**src/rtl/ebi_pkg.sv**
```systemverilog
// ebi_pkg: shared definitions for the EBI arbiter.
//   - ebi_state_e     : arbiter FSM state encoding (IDLE, WR, RD, GAP)
//   - EBI_AW, EBI_DW  : EBI address / data widths
//   - EBI_STROBE_IDLE : inactive level of the active-low EBI strobes
package ebi_pkg;

  typedef enum logic [1:0] {
    ST_IDLE = 2'd0,
    ST_WR   = 2'd1,
    ST_RD   = 2'd2,
    ST_GAP  = 2'd3
  } ebi_state_e;

  localparam int   EBI_AW          = 16;
  localparam int   EBI_DW          = 16;
  localparam logic EBI_STROBE_IDLE = 1'b1;

endpackage

```
**src/rtl/rr_arbiter.sv**
```systemverilog
// rr_arbiter: purely combinational round-robin arbiter.
// The search starts at ptr+1 and wraps modulo NUM_REQ. The first set request
// bit found is granted. Driving ptr = NUM_REQ-1 turns the search into a
// fixed lowest-index-first priority.
// Ports:
//   req       in  NUM_REQ  request vector
//   ptr       in  IDX_W    index of the last granted requester
//   grant     out NUM_REQ  one-hot grant (all zero when req is zero)
//   grant_idx out IDX_W    binary index of the granted requester
module rr_arbiter #(
  parameter int NUM_REQ = 2,
  parameter int IDX_W   = (NUM_REQ > 1) ? $clog2(NUM_REQ) : 1
) (
  input  logic [NUM_REQ-1:0] req,
  input  logic [IDX_W-1:0]   ptr,
  output logic [NUM_REQ-1:0] grant,
  output logic [IDX_W-1:0]   grant_idx
);

  int               cand;
  logic [IDX_W-1:0] cand_idx;
  logic             found;

  // Scan the requesters in rotating order; the first hit wins.
  always_comb begin
    grant     = '0;
    grant_idx = '0;
    found     = 1'b0;
    cand      = 0;
    cand_idx  = '0;
    for (int i = 1; i <= NUM_REQ; i++) begin
      cand     = (int'(ptr) + i) % NUM_REQ;
      cand_idx = IDX_W'(cand);
      if (!found && req[cand_idx]) begin
        found           = 1'b1;
        grant[cand_idx] = 1'b1;
        grant_idx       = cand_idx;
      end else begin
        found = found;
      end
    end
  end

endmodule

```
**src/rtl/ebi_arbiter.sv**
```systemverilog
// ebi_arbiter: shares one active-low EBI slave bus between NUM_REQ requesters.
// Each requester issues single 16-bit reads or writes. Only one requester is
// served at a time. Every transaction is followed by one GAP turnaround cycle
// before the next grant.
// Optional macro EBI_ARB_FIXED_PRIO_EN: when defined, the lowest-index
// requester always wins. Otherwise grants are round-robin.
// Ports:
//   clk, rst             clock, asynchronous active-high reset
//   req_valid/we         per-requester command valid and write flag
//   req_addr/wdata       packed 16-bit fields, requester i at [16i+15:16i]
//   req_ready            one-hot acceptance pulse (same cycle as the grant)
//   rsp_valid/rsp_rdata  one-hot completion pulse and read data (held)
//   ebi_cs/rden/wren     active-low EBI strobes
//   ebi_addr/dout/din    EBI address, write data, read data
//   busy                 FSM is not idle
module ebi_arbiter
  import ebi_pkg::*;
#(
  parameter int NUM_REQ  = 2,
  parameter int WR_SETUP = 2,
  parameter int WR_TOTAL = 5,
  parameter int RD_TOTAL = 8
) (
  input  logic                      clk,
  input  logic                      rst,
  input  logic [NUM_REQ-1:0]        req_valid,
  input  logic [NUM_REQ-1:0]        req_we,
  input  logic [EBI_AW*NUM_REQ-1:0] req_addr,
  input  logic [EBI_DW*NUM_REQ-1:0] req_wdata,
  output logic [NUM_REQ-1:0]        req_ready,
  output logic [NUM_REQ-1:0]        rsp_valid,
  output logic [EBI_DW-1:0]         rsp_rdata,
  output logic                      ebi_cs,
  output logic                      ebi_rden,
  output logic                      ebi_wren,
  output logic [EBI_AW-1:0]         ebi_addr,
  output logic [EBI_DW-1:0]         ebi_dout,
  input  logic [EBI_DW-1:0]         ebi_din,
  output logic                      busy
);

  localparam int         PTR_W      = (NUM_REQ > 1) ? $clog2(NUM_REQ) : 1;
  localparam logic [3:0] WR_SETUP_C = 4'(WR_SETUP);
  localparam logic [3:0] WR_TOTAL_C = 4'(WR_TOTAL);
  localparam logic [3:0] RD_TOTAL_C = 4'(RD_TOTAL);

  ebi_state_e         state_q, state_d;
  logic [3:0]         cnt_q, cnt_d;
  logic [PTR_W-1:0]   ptr_q, ptr_d;
  logic [NUM_REQ-1:0] gnt_q, gnt_d;
  logic [NUM_REQ-1:0] rsp_valid_q, rsp_valid_d;
  logic [EBI_DW-1:0]  rsp_rdata_q, rsp_rdata_d;
  logic               ebi_cs_q, ebi_cs_d;
  logic               ebi_rden_q, ebi_rden_d;
  logic               ebi_wren_q, ebi_wren_d;
  logic [EBI_AW-1:0]  ebi_addr_q, ebi_addr_d;
  logic [EBI_DW-1:0]  ebi_dout_q, ebi_dout_d;

  logic [PTR_W-1:0]   arb_ptr_s;
  logic [NUM_REQ-1:0] arb_grant_s;
  logic [PTR_W-1:0]   arb_idx_s;

`ifdef EBI_ARB_FIXED_PRIO_EN
  // A pointer pinned at the top index makes the search start at requester 0.
  assign arb_ptr_s = PTR_W'(NUM_REQ - 1);
`else
  assign arb_ptr_s = ptr_q;
`endif

  rr_arbiter #(
    .NUM_REQ (NUM_REQ),
    .IDX_W   (PTR_W)
  ) u_rr_arbiter (
    .req       (req_valid),
    .ptr       (arb_ptr_s),
    .grant     (arb_grant_s),
    .grant_idx (arb_idx_s)
  );

  // Acceptance is combinational so req_ready coincides with the grant cycle.
  assign req_ready = (state_q == ST_IDLE && !rst) ? arb_grant_s : '0;
  assign busy      = (state_q != ST_IDLE);
  assign rsp_valid = rsp_valid_q;
  assign rsp_rdata = rsp_rdata_q;
  assign ebi_cs    = ebi_cs_q;
  assign ebi_rden  = ebi_rden_q;
  assign ebi_wren  = ebi_wren_q;
  assign ebi_addr  = ebi_addr_q;
  assign ebi_dout  = ebi_dout_q;

  // Next-state logic. The strobes are derived from the next state and count.
  // This lets the registered pins line up with cnt: in the cycle where
  // cnt == *_TOTAL, cs is already high and rsp_valid is visible.
  always_comb begin
    state_d    = state_q;
    cnt_d      = cnt_q;
    ptr_d      = ptr_q;
    gnt_d      = gnt_q;
    ebi_addr_d = ebi_addr_q;
    ebi_dout_d = ebi_dout_q;
    case (state_q)
      ST_IDLE: begin
        if (|arb_grant_s) begin
          gnt_d = arb_grant_s;
`ifndef EBI_ARB_FIXED_PRIO_EN
          ptr_d = arb_idx_s;
`endif
          cnt_d      = 4'd0;
          ebi_addr_d = req_addr[int'(arb_idx_s)*EBI_AW +: EBI_AW];
          if (req_we[arb_idx_s]) begin
            ebi_dout_d = req_wdata[int'(arb_idx_s)*EBI_DW +: EBI_DW];
            state_d    = ST_WR;
          end else begin
            state_d = ST_RD;
          end
        end else begin
          state_d = ST_IDLE;
        end
      end
      ST_WR: begin
        if (cnt_q == WR_TOTAL_C) begin
          state_d = ST_GAP;
        end else begin
          cnt_d = cnt_q + 4'd1;
        end
      end
      ST_RD: begin
        if (cnt_q == RD_TOTAL_C) begin
          state_d = ST_GAP;
        end else begin
          cnt_d = cnt_q + 4'd1;
        end
      end
      ST_GAP: begin
        state_d = ST_IDLE;
      end
      default: begin
        state_d = ST_IDLE;
      end
    endcase

    ebi_cs_d    = !(((state_d == ST_WR) && (cnt_d < WR_TOTAL_C)) ||
                    ((state_d == ST_RD) && (cnt_d < RD_TOTAL_C)));
    ebi_wren_d  = !((state_d == ST_WR) && (cnt_d >= WR_SETUP_C) && (cnt_d < WR_TOTAL_C));
    ebi_rden_d  = !((state_d == ST_RD) && (cnt_d < RD_TOTAL_C));
    rsp_valid_d = (((state_d == ST_WR) && (cnt_d == WR_TOTAL_C)) ||
                   ((state_d == ST_RD) && (cnt_d == RD_TOTAL_C))) ? gnt_d : '0;
    // Sample ebi_din on the last rden-low cycle.
    rsp_rdata_d = ((state_d == ST_RD) && (cnt_d == RD_TOTAL_C)) ? ebi_din : rsp_rdata_q;
  end

  // State and output registers; reset forces the strobes inactive at once.
  always_ff @(posedge clk or posedge rst) begin
    if (rst) begin
      state_q     <= ST_IDLE;
      cnt_q       <= 4'd0;
      ptr_q       <= PTR_W'(NUM_REQ - 1);
      gnt_q       <= '0;
      rsp_valid_q <= '0;
      rsp_rdata_q <= '0;
      ebi_cs_q    <= EBI_STROBE_IDLE;
      ebi_rden_q  <= EBI_STROBE_IDLE;
      ebi_wren_q  <= EBI_STROBE_IDLE;
      ebi_addr_q  <= '0;
      ebi_dout_q  <= '0;
    end else begin
      state_q     <= state_d;
      cnt_q       <= cnt_d;
      ptr_q       <= ptr_d;
      gnt_q       <= gnt_d;
      rsp_valid_q <= rsp_valid_d;
      rsp_rdata_q <= rsp_rdata_d;
      ebi_cs_q    <= ebi_cs_d;
      ebi_rden_q  <= ebi_rden_d;
      ebi_wren_q  <= ebi_wren_d;
      ebi_addr_q  <= ebi_addr_d;
      ebi_dout_q  <= ebi_dout_d;
    end
  end

endmodule

```
**config.mk**
```make
export PLATFORM = sky130hd
export DESIGN_NAME = ebi_arbiter
export DESIGN_NICKNAME = d
export VERILOG_FILES = /design/src/rtl/ebi_pkg.sv /design/src/rtl/rr_arbiter.sv /design/src/rtl/ebi_arbiter.sv
export SDC_FILE = /design/constraint.sdc
export NUM_CORES = 1
export LEC_CHECK = 0
export ABC_AREA = 1
export BUFFER_PORTS_ARGS = -buffer_cell sky130_fd_sc_hd__buf_2
export CAP_MARGIN = 20
export CELL_PAD_IN_SITES_DETAIL_PLACEMENT = 0
export CELL_PAD_IN_SITES_GLOBAL_PLACEMENT = 2
export CORE_AREA = 2 2 95 143
export CTS_BUF_LIST = sky130_fd_sc_hd__clkbuf_2 sky130_fd_sc_hd__clkbuf_4 sky130_fd_sc_hd__clkbuf_8
export CTS_CLUSTER_DIAMETER = 80
export DETAILED_ROUTE_END_ITERATION = 8
export DIE_AREA = 0 0 97 145
export GPL_ROUTABILITY_DRIVEN = 0
export GPL_TIMING_DRIVEN = 0
export PLACE_DENSITY = 0.77
export SETUP_SLACK_MARGIN = 0.15
export SLEW_MARGIN = 5
export SYNTH_ARGS = -nofsm -noshare
export SYNTH_HDL_FRONTEND = slang
export SYNTH_SLANG_ARGS = --single-unit
```
**constraint.sdc**
```tcl
create_clock -name clk -period 1.7 [get_ports clk]
set_input_delay 0.085 -clock clk [delete_from_list [all_inputs] [get_ports clk]]
set_output_delay 0.085 -clock clk [all_outputs]
set_load 0.02 [all_outputs]
```
==> reports/summary.txt <==
======================================================================================
Root Buffer ............................................................. sky130_fd_sc_hd__clkbuf_8
Overall die width .......................................................        97 um
Placed cell areas ....................................................... 0.00400 mm^2
Measured slew at the worst slew-check pin ...............................     0.715 ns
Initial DRC Count .......................................................           88
Final number of max-transition violations ...............................            0
Run status .............................................................. finished with violations
Critical path, cell by cell ............................................. inv_2 > ha_4 > nand3_4 > nand2_2 > nand2_2 > nand2_2 > nand2_4 > nor2_8 > nand3_4 > buf_6 > nand2_1 > nand2_1
Start-to-end type of the worst setup path ...............................   reg -> reg
Fraction of post-synthesis cell area in the top cell type by area .......        48.1%
Shortest clock period the worst path allows after layout ................      1.80 ns
Placement row count .....................................................           51
YS warnings .............................................................            0
Final Skew ..............................................................   0.00703 ns
Final standard cell utilization of the core .............................        40.2%
Crit-path most repeated cell ............................................ sky130_fd_sc_hd__nand2_2
Smallest setup slack after layout .......................................    -0.103 ns
Pin count of the biggest net entering global routing ....................           33
Worst reg2reg path endpoint ............................................. rsp_rdata[6]
Mapped cell area ........................................................ 0.00302 mm^2
Fmax ....................................................................    0.555 GHz
Total vias in the final route ...........................................         3233
Routed wire length ......................................................      10.0 mm
Remaining design rule violation count ...................................            0
Bufs on Longest Clock Path ..............................................            2
Synthesized area per cell ...............................................    8.41 um^2
Global route total overflow .............................................            0
Area fraction in and, or, nand and nor cells after synthesis ............        29.2%
Required time of the critical path ......................................      1.94 ns
Global routing usage summed across all routing layers ...................        14.2%
Chip height .............................................................       145 um
Antenna Diode Count .....................................................            0
Final std cell area, no fill ............................................ 0.00515 mm^2
Synth Area in Adders ....................................................        1.24%
Beginning of the worst register-to-register path ........................     cnt_q[0]
Most area-consuming cells after synthesis ............................... sky130_fd_sc_hd__dfrtp_1 (48%), sky130_fd_sc_hd__nand2_1 (11%), sky130_fd_sc_hd__nor2_1 (7.2%)
Setup crit start ........................................................     cnt_q[0]
Number of top-level pins ................................................          142
Leakage power ...........................................................   0.00257 uW
Clock tree from TritonCTS ...............................................        built
Synthesized netlist cell count ..........................................          359
Post-detail-place hpwl ..................................................      7.23 mm
Tot Pwr .................................................................      9050 uW
CP Max Fanout ...........................................................           10
Mux share of post-synthesis cell area ...................................           0%
IR drop worst, VDD ......................................................     0.872 mV
Initial DRT Pass Iterations .............................................            4
Final worst path period share ...........................................         106%
Violations in the final reports ......................................... setup timing
Inserted Clock Buffers ..................................................            9
Via count normalized by instance count ..................................         4.39
Fraction of the mapped netlist area in compound gates ...................        11.8%
Max stage delay on crit path ............................................      0.48 ns
Critical path destination ............................................... rsp_rdata[6]
Max-capacitance violation count .........................................            0
Part of the Yosys area used for sequential elements .....................        51.5%
Reg clk slew, reported paths ............................................      0.07 ns
Data arrival at the endpoint of the critical path .......................      2.04 ns
H-tree level count ......................................................            3
IO Port Bufs ............................................................          141
Area grow syn2layout ....................................................        70.6%
ANT nets after route ....................................................            0
R2r worst-path depth ....................................................           12
Sort of element at the start of the critical path .......................         flop
Antenna violations before repair ........................................            0
Final-stage net count ...................................................          662
Library cell contributing the largest single delay on the critical path . sky130_fd_sc_hd__dfrtp_2
Count of cell types in the netlist ......................................           33
Floorplan die area ......................................................  0.0141 mm^2
Synth Area in XOR/XNOR ..................................................       0.580%
Register-to-register setup slack ........................................     -0.10 ns
Clock latency reported for the late side of the worst-skew pair .........      0.34 ns
Synth Net Count .........................................................          448
Final Hold Vio Count ....................................................            0
Detail-routed net length per standard cell ..............................      13.6 um
Total of flip-flops plus latches after synthesis ........................           62
Initial core utilization ................................................        23.5%
Biggest area consumer among synthesized cells ........................... sky130_fd_sc_hd__dfrtp_1
Setup-failing EPs final .................................................           18
Clock Sinks .............................................................           62
Hold Path Class .........................................................    in -> reg
Dominant combinational cell family by area after synthesis .............. simple AND/OR/NAND/NOR gates
Setup repair after global routing missed its margin .....................          yes
First-pass GRT wire length ..............................................      16.1 mm
Worst-case headroom to the max-slew limit ...............................        52.3%
Floorplan Core Area .....................................................  0.0128 mm^2
Via count of the first global-routing pass ..............................         3265
Power per unit of standard cell area .................................... 1760 mW/mm^2
Share of layout cells above drive strength 1 ............................        52.1%
Crit. End Element .......................................................         flop
======================================================================================
[routing by layer]
layer | global-route usage, % | part of all wire [%]
met1 | 16.3 | 40
met2 | 25.5 | 54
met3 | 2.70 | 4.0
met4 | 6.06 | 1.7
met5 | 0 | 0
[worst max-delay path: cells and delay by family, from the launching register on]
| kind | cells | cell delay (ns) |
|---|---|---|
| simple gates | 9 | 0.81 |
| flops | 1 | 0.48 |
| buf+inv | 2 | 0.26 |
| fa+ha+maj | 1 | 0.15 |
[worst min-delay path by stage]
stage	startpoint	endpoint	cells after the start
after floorplan	rst	cnt_q[0]	1
after global placement	req_addr[6]	ebi_addr[6]	3
after detailed placement	rst	rsp_rdata[8]	2
after CTS	req_addr[19]	ebi_addr[3]	3
after global routing	req_addr[19]	ebi_addr[3]	3
final	req_addr[19]	ebi_addr[3]	3
[per-stage QoR]
| step | TNS [ns] | hold WS (ns) | instances | worst slack, ns |
|---|---|---|---|---|
| 6_report | -1.51 | 0.00865 | 737 | -0.103 |
| 3_3_place_gp | -7.72 | 0.334 | 659 | -0.291 |
| 3_5_place_dp | -8.50 | 0.255 | 660 | -0.295 |
| 5_1_grt | -3.57 | 0.0182 | 737 | -0.231 |
| 4_1_cts | -1.27 | 0.00116 | 724 | -0.0836 |
| 2_1_floorplan | 0 | 0.202 | 359 | 0.00543 |
[cells in the mapped netlist]
cell                       instances
sky130_fd_sc_hd__nand2_1          86
sky130_fd_sc_hd__dfrtp_1          58
sky130_fd_sc_hd__nor2_1           58
sky130_fd_sc_hd__a21oi_1          37
sky130_fd_sc_hd__nand4_1          16
sky130_fd_sc_hd__o31ai_1          16
sky130_fd_sc_hd__inv_1            15
sky130_fd_sc_hd__nand3_1          10
sky130_fd_sc_hd__clkbuf_1          8
sky130_fd_sc_hd__inv_2             7
sky130_fd_sc_hd__nand2_2           7
sky130_fd_sc_hd__nor2_2            5
sky130_fd_sc_hd__dfstp_2           4
sky130_fd_sc_hd__buf_1             3
sky130_fd_sc_hd__buf_2             3
sky130_fd_sc_hd__ha_1              3
sky130_fd_sc_hd__nand2_4           3
sky130_fd_sc_hd__o21ai_0           3
sky130_fd_sc_hd__buf_6             2
sky130_fd_sc_hd__nand3_2           2
sky130_fd_sc_hd__a21oi_4           1
sky130_fd_sc_hd__a31oi_1           1
sky130_fd_sc_hd__buf_4             1
sky130_fd_sc_hd__clkinv_1          1
sky130_fd_sc_hd__nand3_4           1
sky130_fd_sc_hd__nand3b_1          1
sky130_fd_sc_hd__nor2_4            1
sky130_fd_sc_hd__nor2_8            1
sky130_fd_sc_hd__nor3_1            1
sky130_fd_sc_hd__o211ai_1          1
sky130_fd_sc_hd__o21ai_1           1
sky130_fd_sc_hd__xnor2_1           1
sky130_fd_sc_hd__xor2_1            1
[cells in the final DEF (no fill, tap or decap), types with 2 or more instances in the layout]
cell	netlist	layout
sky130_fd_sc_hd__o31ai_1	16	12
sky130_fd_sc_hd__nor2_1	58	52
sky130_fd_sc_hd__o31ai_2	0	4
sky130_fd_sc_hd__inv_1	15	8
sky130_fd_sc_hd__clkinvlp_4	0	3
sky130_fd_sc_hd__ha_4	0	3
sky130_fd_sc_hd__a21oi_1	37	13
sky130_fd_sc_hd__buf_6	2	11
sky130_fd_sc_hd__nor2_2	5	4
sky130_fd_sc_hd__o21ai_0	3	3
sky130_fd_sc_hd__dfrtp_1	58	54
sky130_fd_sc_hd__dfrtp_2	0	4
sky130_fd_sc_hd__a21oi_2	0	18
sky130_fd_sc_hd__dfstp_2	4	4
sky130_fd_sc_hd__buf_12	0	2
sky130_fd_sc_hd__nor2_4	1	8
sky130_fd_sc_hd__clkbuf_4	0	3
sky130_fd_sc_hd__nand2_1	86	73
sky130_fd_sc_hd__dlygate4sd3_1	0	32
sky130_fd_sc_hd__nand2_4	3	6
sky130_fd_sc_hd__buf_4	1	28
sky130_fd_sc_hd__inv_2	7	8
sky130_fd_sc_hd__inv_4	0	2
sky130_fd_sc_hd__nand2_2	7	17
sky130_fd_sc_hd__nand3_4	1	5
sky130_fd_sc_hd__nand4_1	16	16
sky130_fd_sc_hd__a21oi_4	1	7
sky130_fd_sc_hd__nand3_1	10	7
sky130_fd_sc_hd__clkbuf_8	0	11
sky130_fd_sc_hd__buf_2	3	142
sky130_fd_sc_hd__clkbuf_2	0	3
[timing repair]
item                       4_1_cts  5_1_grt
hold endpoints to repair        58        0
cloned                           0        0
setup endpoints to repair       56       50
hold buffers                    32        0
pin swaps                        8       13
gates resized for setup         41       83
buffers inserted                16       13
[cell type report]
type | count | area (um^2)
fillers | 1328 | 7670
inverters | 23 | 109
well taps | 159 | 199
clock inverters | 3 | 42.5
flip-flops and latches | 62 | 1560
clock buffers | 13 | 166
multi-input cells | 257 | 1630
repair buffers | 203 | 1300
plain buffers | 17 | 144
[cells by family (layout without fill, tap and decap cells)]
family,after synthesis,after routing
buffers and inverters,40,259
xor gates and xnor gates,2,2
and+or+nand+nor,192,192
DFF,62,62
AOI/OAI and AO/OA,60,60
adders and majority gates,3,3
[power by group]
part / switching [uW] / internal, uW / total [uW]
combinational: 3090 / 2030 / 5120
clock: 579 / 788 / 1370
sequential: 387 / 2170 / 2560
[registers in the layout, indices dropped and copies added, names as in the netlist]
register	count
ebi_rden	1
ebi_dout	16
arb_ptr_s	1
rsp_valid	2
gnt_q	2
cnt_q	4
ebi_addr	16
rsp_rdata	16
ebi_wren	1
state_q	2
ebi_cs	1
(Power assumes the default switching activity.)
